File: config.mk
export PLATFORM = sky130hd
export DESIGN_NAME = keypad_emulator
export DESIGN_NICKNAME = d
export VERILOG_FILES = /design/src/rtl/keypad_emulator.sv
export SDC_FILE = /design/constraint.sdc
export NUM_CORES = 1
export LEC_CHECK = 0
export ABC_AREA = 1
export CAP_MARGIN = 20
export CORE_MARGIN = 8
export CORE_UTILIZATION = 40
export CTS_CLUSTER_DIAMETER = 150
export CTS_CLUSTER_SIZE = 20
export DETAILED_ROUTE_END_ITERATION = 12
export SLEW_MARGIN = 10
export SYNTH_ARGS = -nofsm -noshare
export SYNTH_HDL_FRONTEND = slang
export SYNTH_SLANG_ARGS = --single-unit
File: constraint.sdc
create_clock -name clk -period 2.4 [get_ports clk]
set_input_delay 0.6 -clock clk [delete_from_list [all_inputs] [get_ports clk]]
set_output_delay 0.6 -clock clk [all_outputs]
set_load 0.1 [all_outputs]
File: src/rtl/keypad_emulator.sv
// Keypad contact emulator: presses one key of a 4x4 matrix for a requested time,
// with LFSR-driven contact bounce on press and release, seen through the scanner's col->row path.
module keypad_emulator #(
    parameter int BOUNCE_CYC = 200,
    parameter int BOUNCE_DIV = 4
) (
    input  logic        clk,
    input  logic        rst_n,
    input  logic        req_valid,
    output logic        req_ready,
    input  logic [4:0]  req_key,
    input  logic [15:0] req_hold,
    input  logic [3:0]  col,
    output logic [3:0]  row,
    output logic        busy,
    output logic        done
);

    localparam int          DIV    = (BOUNCE_DIV < 1) ? 1 : BOUNCE_DIV;
    localparam logic [15:0] DIV_TC = 16'(DIV - 1);
    localparam logic [15:0] BNC_TC = 16'((BOUNCE_CYC > 0) ? BOUNCE_CYC - 1 : 0);
    localparam bit          NO_BNC = (BOUNCE_CYC == 0);

    typedef enum logic [1:0] {IDLE, PRESS_BOUNCE, HOLD, REL_BOUNCE} state_t;

    state_t      state_q;
    logic [15:0] cnt_q;
    logic [15:0] hold_tc_q;
    logic [15:0] div_q;
    logic [7:0]  lfsr_q;
    logic [4:0]  key_q;
    logic        ready_q;
    logic        busy_q;
    logic        done_q;

    logic        in_bounce;
    logic        lfsr_fb;
    logic        contact;

    assign in_bounce = (state_q == PRESS_BOUNCE) || (state_q == REL_BOUNCE);
    assign lfsr_fb   = lfsr_q[7] ^ lfsr_q[5] ^ lfsr_q[4] ^ lfsr_q[3];
    // Codes 16-31 are timed idles: the FSM runs but the contact never closes.
    assign contact   = !key_q[4] && ((state_q == HOLD) || (in_bounce && lfsr_q[0]));

    always_comb begin
        row = 4'b1111;
        if (contact) row[key_q[3:2]] = col[key_q[1:0]];
    end

    always_ff @(posedge clk) begin
        if (!rst_n) begin
            state_q   <= IDLE;
            cnt_q     <= 16'd0;
            hold_tc_q <= 16'd0;
            div_q     <= 16'd0;
            lfsr_q    <= 8'hA5;
            key_q     <= 5'd0;
            ready_q   <= 1'b1;
            busy_q    <= 1'b0;
            done_q    <= 1'b0;
        end else begin
            done_q <= 1'b0;
            // LFSR state survives between requests so successive presses bounce differently.
            if (in_bounce) begin
                if (div_q == DIV_TC) begin
                    div_q  <= 16'd0;
                    lfsr_q <= {lfsr_q[6:0], lfsr_fb};
                end else begin
                    div_q <= div_q + 16'd1;
                end
            end
            case (state_q)
                IDLE: begin
                    if (req_valid && ready_q) begin
                        key_q     <= req_key;
                        hold_tc_q <= (req_hold == 16'd0) ? 16'd0 : req_hold - 16'd1;
                        cnt_q     <= 16'd0;
                        busy_q    <= 1'b1;
                        ready_q   <= 1'b0;
                        state_q   <= NO_BNC ? HOLD : PRESS_BOUNCE;
                    end
                end
                PRESS_BOUNCE: begin
                    if (cnt_q == BNC_TC) begin
                        cnt_q   <= 16'd0;
                        state_q <= HOLD;
                    end else begin
                        cnt_q <= cnt_q + 16'd1;
                    end
                end
                HOLD: begin
                    if (cnt_q == hold_tc_q) begin
                        cnt_q <= 16'd0;
                        if (NO_BNC) begin
                            state_q <= IDLE;
                            busy_q  <= 1'b0;
                            ready_q <= 1'b1;
                            done_q  <= 1'b1;
                        end else begin
                            state_q <= REL_BOUNCE;
                        end
                    end else begin
                        cnt_q <= cnt_q + 16'd1;
                    end
                end
                REL_BOUNCE: begin
                    if (cnt_q == BNC_TC) begin
                        cnt_q   <= 16'd0;
                        state_q <= IDLE;
                        busy_q  <= 1'b0;
                        ready_q <= 1'b1;
                        done_q  <= 1'b1;
                    end else begin
                        cnt_q <= cnt_q + 16'd1;
                    end
                end
                default: state_q <= IDLE;
            endcase
        end
    end

    assign req_ready = ready_q;
    assign busy      = busy_q;
    assign done      = done_q;

endmodule

Word level (Yosys, flattened, before mapping)
Cells that the tools add are included.

word-level totals
  output and inout port bits = 7
  bits in registers = 66
  input bits = 28
  logic and storage cells = 69

cells by class
  order comparisons = 3
  add/sub/neg operators = 3
  reduce and logical (&&, ||, !) cells = 16
  bitwise operators = 5
  mux-type cells = 23
  equal/unequal tests = 10

operators by type and width
  cell                                                        number
  two-way mux 16 bit                                          5
  one-hot mux 16 bit (3 select lines)                         1
  adder 16 x 1 -> 16 bit, second input constant               2
  == test 16 bit                                              1
  == test 16 x 2 -> 1 bit, second input constant              1
  == test 16 x 8 -> 1 bit, second input constant              1
  logical NOT 16 bit                                          1
  subtractor 16 x 1 -> 16 bit, second input constant          1
  two-way mux 2 bit                                           4
  one-hot mux 2 bit (4 select lines)                          1
  two-way mux 1 bit                                           7
  less-than comparator 2 x 3 -> 1 bit, second input constant  2
  != test 2 x 1 -> 1 bit, second input constant               3
  AND reduction 2 bit                                         3
  == test 2 bit, second input constant                        2
  logical AND 1 bit                                           4
  two-way mux 4 bit                                           1
  inverter 4 bit                                              1
  OR 4 bit                                                    1
  one-hot mux 1 bit (2 select lines)                          2
  AND reduction 4 bit                                         1
  AND reduction 3 bit                                         1
  bitwise XOR 1 bit                                           3
  binary-select mux 1 bit (select 2 bit)                      1
  other kinds (9)                                             10

Logic depth before layout (Yosys ltp)
Gate-level depths: netlist of the first run.

  depth after elaboration = 7
  depth in mapped cells = 13
  gate-level depth less buffers = 12

Least setup slack after synthesis of the first run
Ideal clock, no wire load.

  kind = input -> output
  from = input col[1]
  to = output row[0]
  data arrival time = 1.705 ns
  data required time = 1.800 ns
  stages on the path = 4
  buffers on the path = 0
  setup slack = 0.095 ns
  cell sequence = o21ai_0 > o22ai_1 > nor2_1 > nand3_1

between the ends
  word-level cells in the longest chain between the ends = 4

RTL lines
  what                                     RTL line  RTL
  start, declared                          13        input logic [3:0] col,
  binary-select mux 1 bit (select 2 bit)   47        if (contact) row[key_q[3:2]] = col[key_q[1:0]];
  two-way mux 1 bit (not written as such)  47
  OR 4 bit (no source line)                n/a
  two-way mux 4 bit                        47
  end, declared                            14        output logic [3:0] row,

Every way passes these cells. The select of a mux whose other input is x is not followed.

Worst setup path after layout of the first run
  from = input col[2]
  to = output row[2]

The elaborated chain is that of the path after synthesis.

==> results.md, run 1 <==
- Status: finished, final reports clean
- Maximum clock frequency: 426 MHz
- Synth top cells by count: nand2_1, inv_1, dfxtp_1
- Mean cell area of the mapped netlist: 6.78 um^2
- Wirelength per Cell: 11.5 um
- Critical Path Source Type: primary input
- Final std cells w/o fill: 739
- Final hold vios: 0
- CTS Buf Count: 9
- Max-Cap Viols: 0
- Max layer used: met4
- Vias per inst: 4.68
- Hold WS: 469 ps
- Final worst setup slack: 54.9 ps
- CTS Sinks: 66
- Hold Path Class: register to register
- Mapped Area: 3830 um^2
- Number of synthesized register bits: 66
- Die ar.: 13000 um^2
- Worst-path clk slew: 80 ps
- WS Path Type: primary input to output port
- Netlist cell types: 41
- Top-count cell post-synth: nand2_1
- Clk pwr share: 0.228
- # rows: 35
- Post-synth top flop: dfxtp_1
- Global route overflow: 0
- Port Buffers: 34
- Worst-path fanout max: 2
- Chip width: 114 um
- Die height: 114 um
- Int Power: 2.06 mW
- Core area: 9280 um^2
- Slew headroom: 0.631
- Largest family of logic cells by synthesized area: simple AND/OR/NAND/NOR gates
- Area contributors post-synth: dfxtp_1, nand2_1, inv_1
- Via count: 3458
- Routed met2 length: 4090 um
- Mux share of post-synthesis cell area: 0
- Drt first pass iters: 4
- Top cell type's share of synthesized area: 0.345
- GRT Overall Usage: 0.140
- Arrival @ worst endpoint: 1750 ps
- Switching power: 1.41 mW
- Placed cell area: 4360 um^2
- Synth Area in Compound Gates: 0.125
- R2R Setup Slk: 460 ps
- Slew Viols, Final: 0
- Sequential share of power: 0.382
- CTS tree: built
- CP required: 1800 ps
- Xor and xnor area share after synthesis: 0.0480
- Post-synth ARST share: 0
- Final instance area: 4530 um^2
- Pwr Total: 3.48 mW
- Final core occ: 0.488
- Root buffer cell: clkbuf_8
- Synth Warn #: 0
- Final ANT Viol Nets: 0
- Initial core utilization: 0.413
- Adder-cell area share of the yosys netlist: 0.0294
- # setup viols final: 0
- Leak: 1.83 nW
- Pwr dens: 768 nW/um^2
- Dominant cell type by area after synthesis: dfxtp_1
- Worst skew pair latency: 340 ps
- Cells after DPL: 723
- Worst Setup End Kind: output port
- Hpwl dp: 6590 um
- Post-synth EDFFs: 0
- Post-synth net total: 603
- Critical path's slowest cell: clkdlybuf4s50_1
- Total Wirelength: 8540 um
- Final Cycle Share: 0.977
- Switching share of power: 0.407
- First-pass GRT wire length: 14900 um
- Residual DRC: 0
- CTS Hold Bufs: 0
- H-tree Lvls: 3
- Layout area overhead: 18.1%
- I/O pin count: 35
- Filler cells: 1012
- DR iter-0 viols: 177
- Fin Setup TNS: 0 ps
- Crit path time final: 2350 ps
- WL met3: 214 um
- Pin slew with the least headroom to its limit: 553 ps
- Slowest stage delay, CP: 450 ps
- Number of setup buffers added after CTS: 0
- Largest net degree at the start of global routing: 27
- Post-Synth Simple-Gate Area: 0.350
- N_diodes: 0
- Final Skew: 10.9 ps
- Fraction of layout cells with a size suffix above 1: 0.113
- CP Cell Sequence: clkdlybuf4s50_1 -> o21ai_1 -> o22ai_1 -> nor2_1 -> nand3_1 -> buf_12
- Clock Path Buffers: 2
- Synth Instances: 566
- Maximum VDD drop: 0.301 mV
- Seq/Total Area, Yosys: 0.345
- Vias in the first global route: 3361
- Final #Nets: 642
- Routability cong.: 0.867
- Initial antenna violation count: 0
- Wl on met1: 4130 um
- Comb power frac: 0.390
- Pre-CTS WS: 1.73 ps
-- final timing paths --
| path | to | start | cells after the start |
|---|---|---|---|
| worst max-delay path | row[2] | col[2] | 6 |
| worst min-delay path | lfsr_q[1]$_SDFFE_PN0P_ | lfsr_q[1]$_SDFFE_PN0P_ | 2 |
| worst max register to register | div_q[12]$_SDFFE_PN0N_ | state_q[1]$_SDFFE_PN0P_ | 9 |
| worst min register to register | lfsr_q[1]$_SDFFE_PN0P_ | lfsr_q[1]$_SDFFE_PN0P_ | 2 |
-- kinds of logic (layout without fill, tap and decap cells) --
family,Yosys count,count (layout)
flip-flops,66,66
adder cells (fa/ha/maj),9,9
AND/OR/NAND/NOR,289,289
AO/OA/AOI/OAI,85,85
XOR/XNOR,21,21
buffers and inverters,96,140
-- worst max-delay path, delay by kind of cell --
family	cells	cell delay (ps)
simple gates	2	230
compound gates	2	270
buf+inv	2	640
-- metal layers --
layer / GRT usage / vias to the layer above
li1: - / 1882
met1: 0.166 / 1527
met2: 0.240 / 40
met3: 0.0285 / 9
met4: 0.0550 / 0
met5: 0 / -
-- final cells by class --
type / count / area (um^2) / share of cell area
Clock buffer: 11 / 131 / 0.0290
Clock inverter: 5 / 31.3 / 0.00691
Inverter: 82 / 308 / 0.0680
Multi-Input combinational cell: 404 / 2130 / 0.470
Sequential cell: 66 / 1320 / 0.292
Tap cell: 129 / 161 / 0.0356
Timing Repair Buffer: 42 / 445 / 0.0984
-- registers in the layout, indices dropped and copies added, names as in the netlist --
| name | flops |
|---|---|
| done | 1 |
| div_q | 16 |
| lfsr_q | 8 |
| busy | 1 |
| hold_tc_q | 16 |
| cnt_q | 16 |
| state_q | 2 |
| req_ready | 1 |
| key_q | 5 |
-- power groups by stage --
stage	Sequential, mW	Combinational [mW]	Clock, mW
after floorplan	1.40	0.934	0
after global placement	1.35	1.33	0
after detailed placement	1.35	1.35	0
after CTS	1.33	1.36	0.825
after global routing	1.35	1.51	0.881
final	1.33	1.36	0.792
-- timing repair --
| action | in CTS | in global routing |
|---|---|---|
| pin swaps | 1 | 2 |
| endpoints found under the setup margin | 2 | 4 |
| gates resized for setup | 0 | 4 |
-- cells in the final DEF, fill, tap and decap left out, types with 2 or more instances in the layout --
cell and instances:
a21oi_1 45, nor2_1 54, nor3_2 3, or2_2 4, nand2_4 2, o21ai_0 18
nand2_1 147, ha_1 9, o21ai_1 2, clkbuf_1 2, nand4_1 5, nor2_4 5
nand3_1 35, buf_4 10, nand2_2 4, inv_2 5, o21a_1 3, clkbuf_8 9
nor2_2 6, dfxtp_1 66, nand3_2 4, o211ai_1 4, nor3_1 14, buf_12 5
o21ai_2 2, xnor2_1 3, clkdlybuf4s50_1 27, clkinv_1 2, xor2_1 18, inv_1 75
clkinv_2 3, a211oi_1 5
No activity file was read; power rests on OpenSTA's default activity.
==> inputs of run 2 (changes only) <==
Settings changed: CTS_BUF_LIST set to sky130_fd_sc_hd__clkbuf_4 sky130_fd_sc_hd__clkbuf_8.
==> results.md, run 2 (synthesis results as in run 1) <==
- Hpwl dp: 6590 um
- Worst-path clk slew: 80 ps
- Worst-path fanout max: 2
- Slew headroom: 0.630
- Worst skew pair latency: 340 ps
- Most frequent cells in the layout: nand2_1, inv_1, dfxtp_1
- Critical Path Source Type: primary input
- Pin slew with the least headroom to its limit: 555 ps
- Chip width: 114 um
- Maximum VDD drop: 0.301 mV
- Final worst setup slack: 54.8 ps
- H-tree Lvls: 3
- Pwr Total: 3.50 mW
- Port Buffers: 34
- Max-Cap Viols: 0
- Global route overflow: 0
- Most common cell after layout, fill and taps aside: nand2_1
- Slew Viols, Final: 0
- Leak: 1.84 nW
- Core area: 9280 um^2
- Crit path time final: 2350 ps
- N_diodes: 0
- CTS tree: built
- Drt first pass iters: 4
- Hold WS: 469 ps
- Pre-CTS WS: 1.73 ps
- Fin Setup TNS: 0 ps
- Final ANT Viol Nets: 0
- WS Path Type: primary input to output port
- CP required: 1800 ps
- CP top delay family: buffers and inverters
- Maximum clock frequency: 426 MHz
- Worst Setup End Kind: output port
- Routability cong.: 0.867
- Final core occ: 0.489
- Die height: 114 um
- Status: finished, final reports clean
- Vias per inst: 4.68
- Slowest stage delay, CP: 450 ps
- Critical path's slowest cell: clkdlybuf4s50_1
- Number of setup buffers added after CTS: 0
- CTS Hold Bufs: 0
- CP bufs+invs: 2
- Root buffer cell: clkbuf_8
- Wirelength per Cell: 11.5 um
- # rows: 35
- CTS Buf Count: 9
- Largest net degree at the start of global routing: 27
- Residual DRC: 0
- Clock Path Buffers: 2
- GRT Overall Usage: 0.140
- Initial antenna violation count: 0
- CTS Sinks: 66
- Die ar.: 13000 um^2
- Fraction of layout cells with a size suffix above 1: 0.116
- Top Registers: cnt_q (16), div_q (16), hold_tc_q (16)
- Pwr dens: 772 nW/um^2
- CP Cell Sequence: clkdlybuf4s50_1 -> o21ai_1 -> o22ai_1 -> nor2_1 -> nand3_1 -> buf_12
- Final Skew: 10.7 ps
- Via count: 3459
- # setup viols final: 0
- Hold Path Class: register to register
- Total Wirelength: 8530 um
- Final Cycle Share: 0.977
- First-pass GRT wire length: 14900 um
- Layout area overhead: 18.3%
- I/O pin count: 35
- Vias in the first global route: 3364
- Arrival @ worst endpoint: 1750 ps
- DR iter-0 viols: 172
- Final hold vios: 0
- Initial core utilization: 0.413
- Final #Nets: 642
run 2: cell types whose count changed in the layout (fill, tap and decap cells not counted):
cell / before / now
clkbuf_4: 0 / 2
clkbuf_1: 2 / 0
run 2: worst reg2reg max path: stages, from the launching register on:
cell,delay (ps)
dfxtp_1,370
inv_1,120
ha_1,260
nor2_4,220
nor2_2,70
nand3_2,270
nand2_4,130
inv_1,170
o21ai_0,120
a21oi_1,140
run 2: through the flow:
step,instances,instance area (um^2)
6_report,739,4540
5_1_grt,739,4540
4_1_cts,739,4530
3_5_place_dp,723,4360
3_3_place_gp,723,4360
2_1_floorplan,566,3830
run 2: final timing paths:
path / startpoint / to / slack, ps / cells past startpoint
max: col[2] / row[2] / 50 / 6
min: lfsr_q[1]$_SDFFE_PN0P_ / lfsr_q[1]$_SDFFE_PN0P_ / 470 / 2
max reg2reg: state_q[1]$_SDFFE_PN0P_ / div_q[12]$_SDFFE_PN0N_ / 450 / 9
min reg2reg: lfsr_q[1]$_SDFFE_PN0P_ / lfsr_q[1]$_SDFFE_PN0P_ / 470 / 2
run 2: cell type report:
| cell class | instances | area [um^2] |
|---|---|---|
| sequential | 66 | 1320 |
| inverter | 82 | 308 |
| clock buffer | 11 | 139 |
| timing repair buffer | 42 | 445 |
| fill | 1010 | 4750 |
| tap | 129 | 161 |
| clock inverter | 5 | 31.3 |
| multi-input combinational | 404 | 2130 |
run 2: where the power goes:
group          internal [mW]  switching, mW
sequential              1.23          0.102
clock                  0.394          0.420
combinational          0.464          0.894
total                   2.09           1.42
run 2: per-layer routing:
| metal | up-vias | GRT usage | wire length (um) |
|---|---|---|---|
| met5 | - | 0 | 0 |
| met4 | 0 | 0.0550 | 112 |
| met3 | 10 | 0.0285 | 210 |
| met2 | 39 | 0.240 | 4090 |
| met1 | 1527 | 0.166 | 4120 |
| li1 | 1883 | - | - |
run 2: what timing repair did:
item,CTS,global route
endpoints found under the setup margin,2,4
pin swaps,1,2
resized for setup,0,4
==> inputs of run 3 (changes only) <==
Settings changed: SETUP_SLACK_MARGIN set to 0.5.
==> results.md, run 3 (synthesis results as in run 1) <==
- Status: finished, final reports clean
- CP Cell Sequence: clkdlybuf4s15_1 -> nor2_2 -> o22ai_4 -> nor3_4 -> nand2_4 -> buf_12
- Hold path start: lfsr_q[1]$_SDFFE_PN0P_
- CTS Hold Bufs: 0
- Cells after DPL: 722
- Hold Path Class: register to register
- Clock Path Buffers: 2
- CTS Sinks: 66
- Pre-CTS WS: -12.1 ps
- Most common cell after layout, fill and taps aside: nand2_1
- Unrepaired setup endpoints after global routing: true
- Switching power: 1.53 mW
- Chip width: 114 um
- Final ANT Viol Nets: 0
- N_diodes: 0
- I/O pin count: 35
- Root buffer cell: clkbuf_8
- Leak: 2.07 nW
- Hold Path Cell Cnt: 2
- Pwr dens: 796 nW/um^2
- Vias per inst: 4.80
- Port Buffers: 34
- Final #Nets: 664
- Worst skew pair latency: 340 ps
- Wirelength per Cell: 11.8 um
- Int Power: 2.38 mW
- Hold path endpoint: lfsr_q[1]$_SDFFE_PN0P_
- Final instance area: 4910 um^2
- CTS tree: built
- Core area: 9280 um^2
- Placed cell area: 4420 um^2
- # setup viols final: 0
- Via count: 3644
- Maximum clock frequency: 464 MHz
- Global route overflow: 0
- Slowest stage delay, CP: 280 ps
- Total Wirelength: 8960 um
- Most frequent cells in the layout: nand2_1, inv_1, dfxtp_1
- CP top delay family: simple AND/OR/NAND/NOR gates
- Drt first pass iters: 4
- Critical path's slowest cell: nor3_4
- Worst-path fanout max: 2
- Switching share of power: 0.392
- Maximum VDD drop: 0.418 mV
- Final Skew: 6.33 ps
- Hold WS: 465 ps
- Reg2reg end: hold_tc_q[1]$_SDFFE_PN0P_
- Final Cycle Share: 0.898
- Final hold vios: 0
- Vias in the first global route: 3398
- WS Path Type: primary input to output port
- Top Registers: cnt_q (16), div_q (16), hold_tc_q (16)
- Slew headroom: 0.662
- CP bufs+invs: 2
- DR iter-0 viols: 228
- Die height: 114 um
- Slew Viols, Final: 0
- RR Startpoint: state_q[0]$_SDFFE_PN0P_
- # rows: 35
- Worst Setup End Kind: output port
- First-pass GRT wire length: 15100 um
- Residual DRC: 0
- Arrival @ worst endpoint: 1560 ps
- Max-Cap Viols: 0
- Sequential share of power: 0.344
- Routability cong.: 0.802
- CP required: 1800 ps
- GRT Overall Usage: 0.140
- R2R Setup Slk: 540 ps
- Clk pwr share: 0.239
- Initial antenna violation count: 0
- H-tree Lvls: 3
- R2R depth: 12
- CTS Buf Count: 9
- Critical Path Source Type: primary input
- Fraction of layout cells with a size suffix above 1: 0.198
- Worst-path clk slew: 70 ps
- Layout area overhead: 28.1%
- Initial core utilization: 0.413
- Pin slew with the least headroom to its limit: 506 ps
- Hpwl dp: 6390 um
- Final std cells w/o fill: 759
- Largest net degree at the start of global routing: 29
- Comb power frac: 0.417
- Final worst setup slack: 244 ps
- Crit path time final: 2160 ps
- Die ar.: 13000 um^2
==> run 3: changes by cell type in the layout (fill, tap and decap cells not counted), moves of 7 or more <==
cell	before	now
buf_4	10	27
clkdlybuf4s50_1	27	15
dlymetal6s2s_1	0	7
inv_1	75	66
inv_2	5	13
nor2_1	54	47
==> run 3: worst reg2reg max path, delay by kind of cell, from the launching register on <==
family                     cells  cell delay, ps
adders and majority gates      1             190
AOI/OAI and AO/OA              2             200
and+or+nand+nor                2             360
buffers and inverters          7             710
DFF                            1             340
==> run 3: layout make-up <==
class                      instances  area [um^2]
fill                             919         4370
multi-input combinational        404         2290
sequential                        66         1330
timing repair buffer              63          624
inverter                          82          313
tap                              129          161
clock buffer                      11          151
clock inverter                     3         40.0
timing repair inverter             1         7.51
==> run 3: worst max-delay path by stage <==
stage                                  from                         end  slack, ps  depth (start not counted)
floorplan                            col[1]                      row[1]        500                          4
detailed placement              req_hold[1]  hold_tc_q[14]$_SDFFE_PN0P_        -10                         10
finish                               col[0]                      row[3]        240                          6
global placement                     col[1]                      row[3]         30                          6
global route        state_q[0]$_SDFFE_PN0P_                      row[1]        160                          6
CTS                 state_q[0]$_SDFFE_PN0P_                      row[3]        220                          7
==> run 3: routing by layer <==
layer / up-vias / track usage / part of all wire
met5: - / 0 / 0
met4: 0 / 0.0603 / 0.018
met3: 12 / 0.0269 / 0.038
met2: 72 / 0.219 / 0.44
met1: 1637 / 0.183 / 0.50
li1: 1923 / - / -
==> run 3: what timing repair did <==
| action | CTS | global route |
|---|---|---|
| cloned | 0 | 1 |
| resized for setup | 31 | 29 |
| endpoints found under the setup margin | 18 | 29 |
| buffers inserted | 8 | 14 |
| pin swaps | 13 | 9 |
==> run 3: power by group through the flow <==
stage / combinational (mW) / clock (mW) / sequential, mW
global placement: 1.37 / 0 / 1.35
CTS: 1.52 / 0.962 / 1.35
floorplan: 1.00 / 0 / 1.41
finish: 1.63 / 0.934 / 1.35
global route: 1.80 / 1.00 / 1.36
detailed placement: 1.39 / 0 / 1.36
==> run 3: through the flow <==
stage                util  TNS [ps]  power [mW]
global placement    0.476         0        2.72
CTS                 0.508         0        3.83
finish              0.529         0        3.91
floorplan               -         0        2.42
detailed placement  0.476     -33.8        2.76
global route        0.529         0        4.17
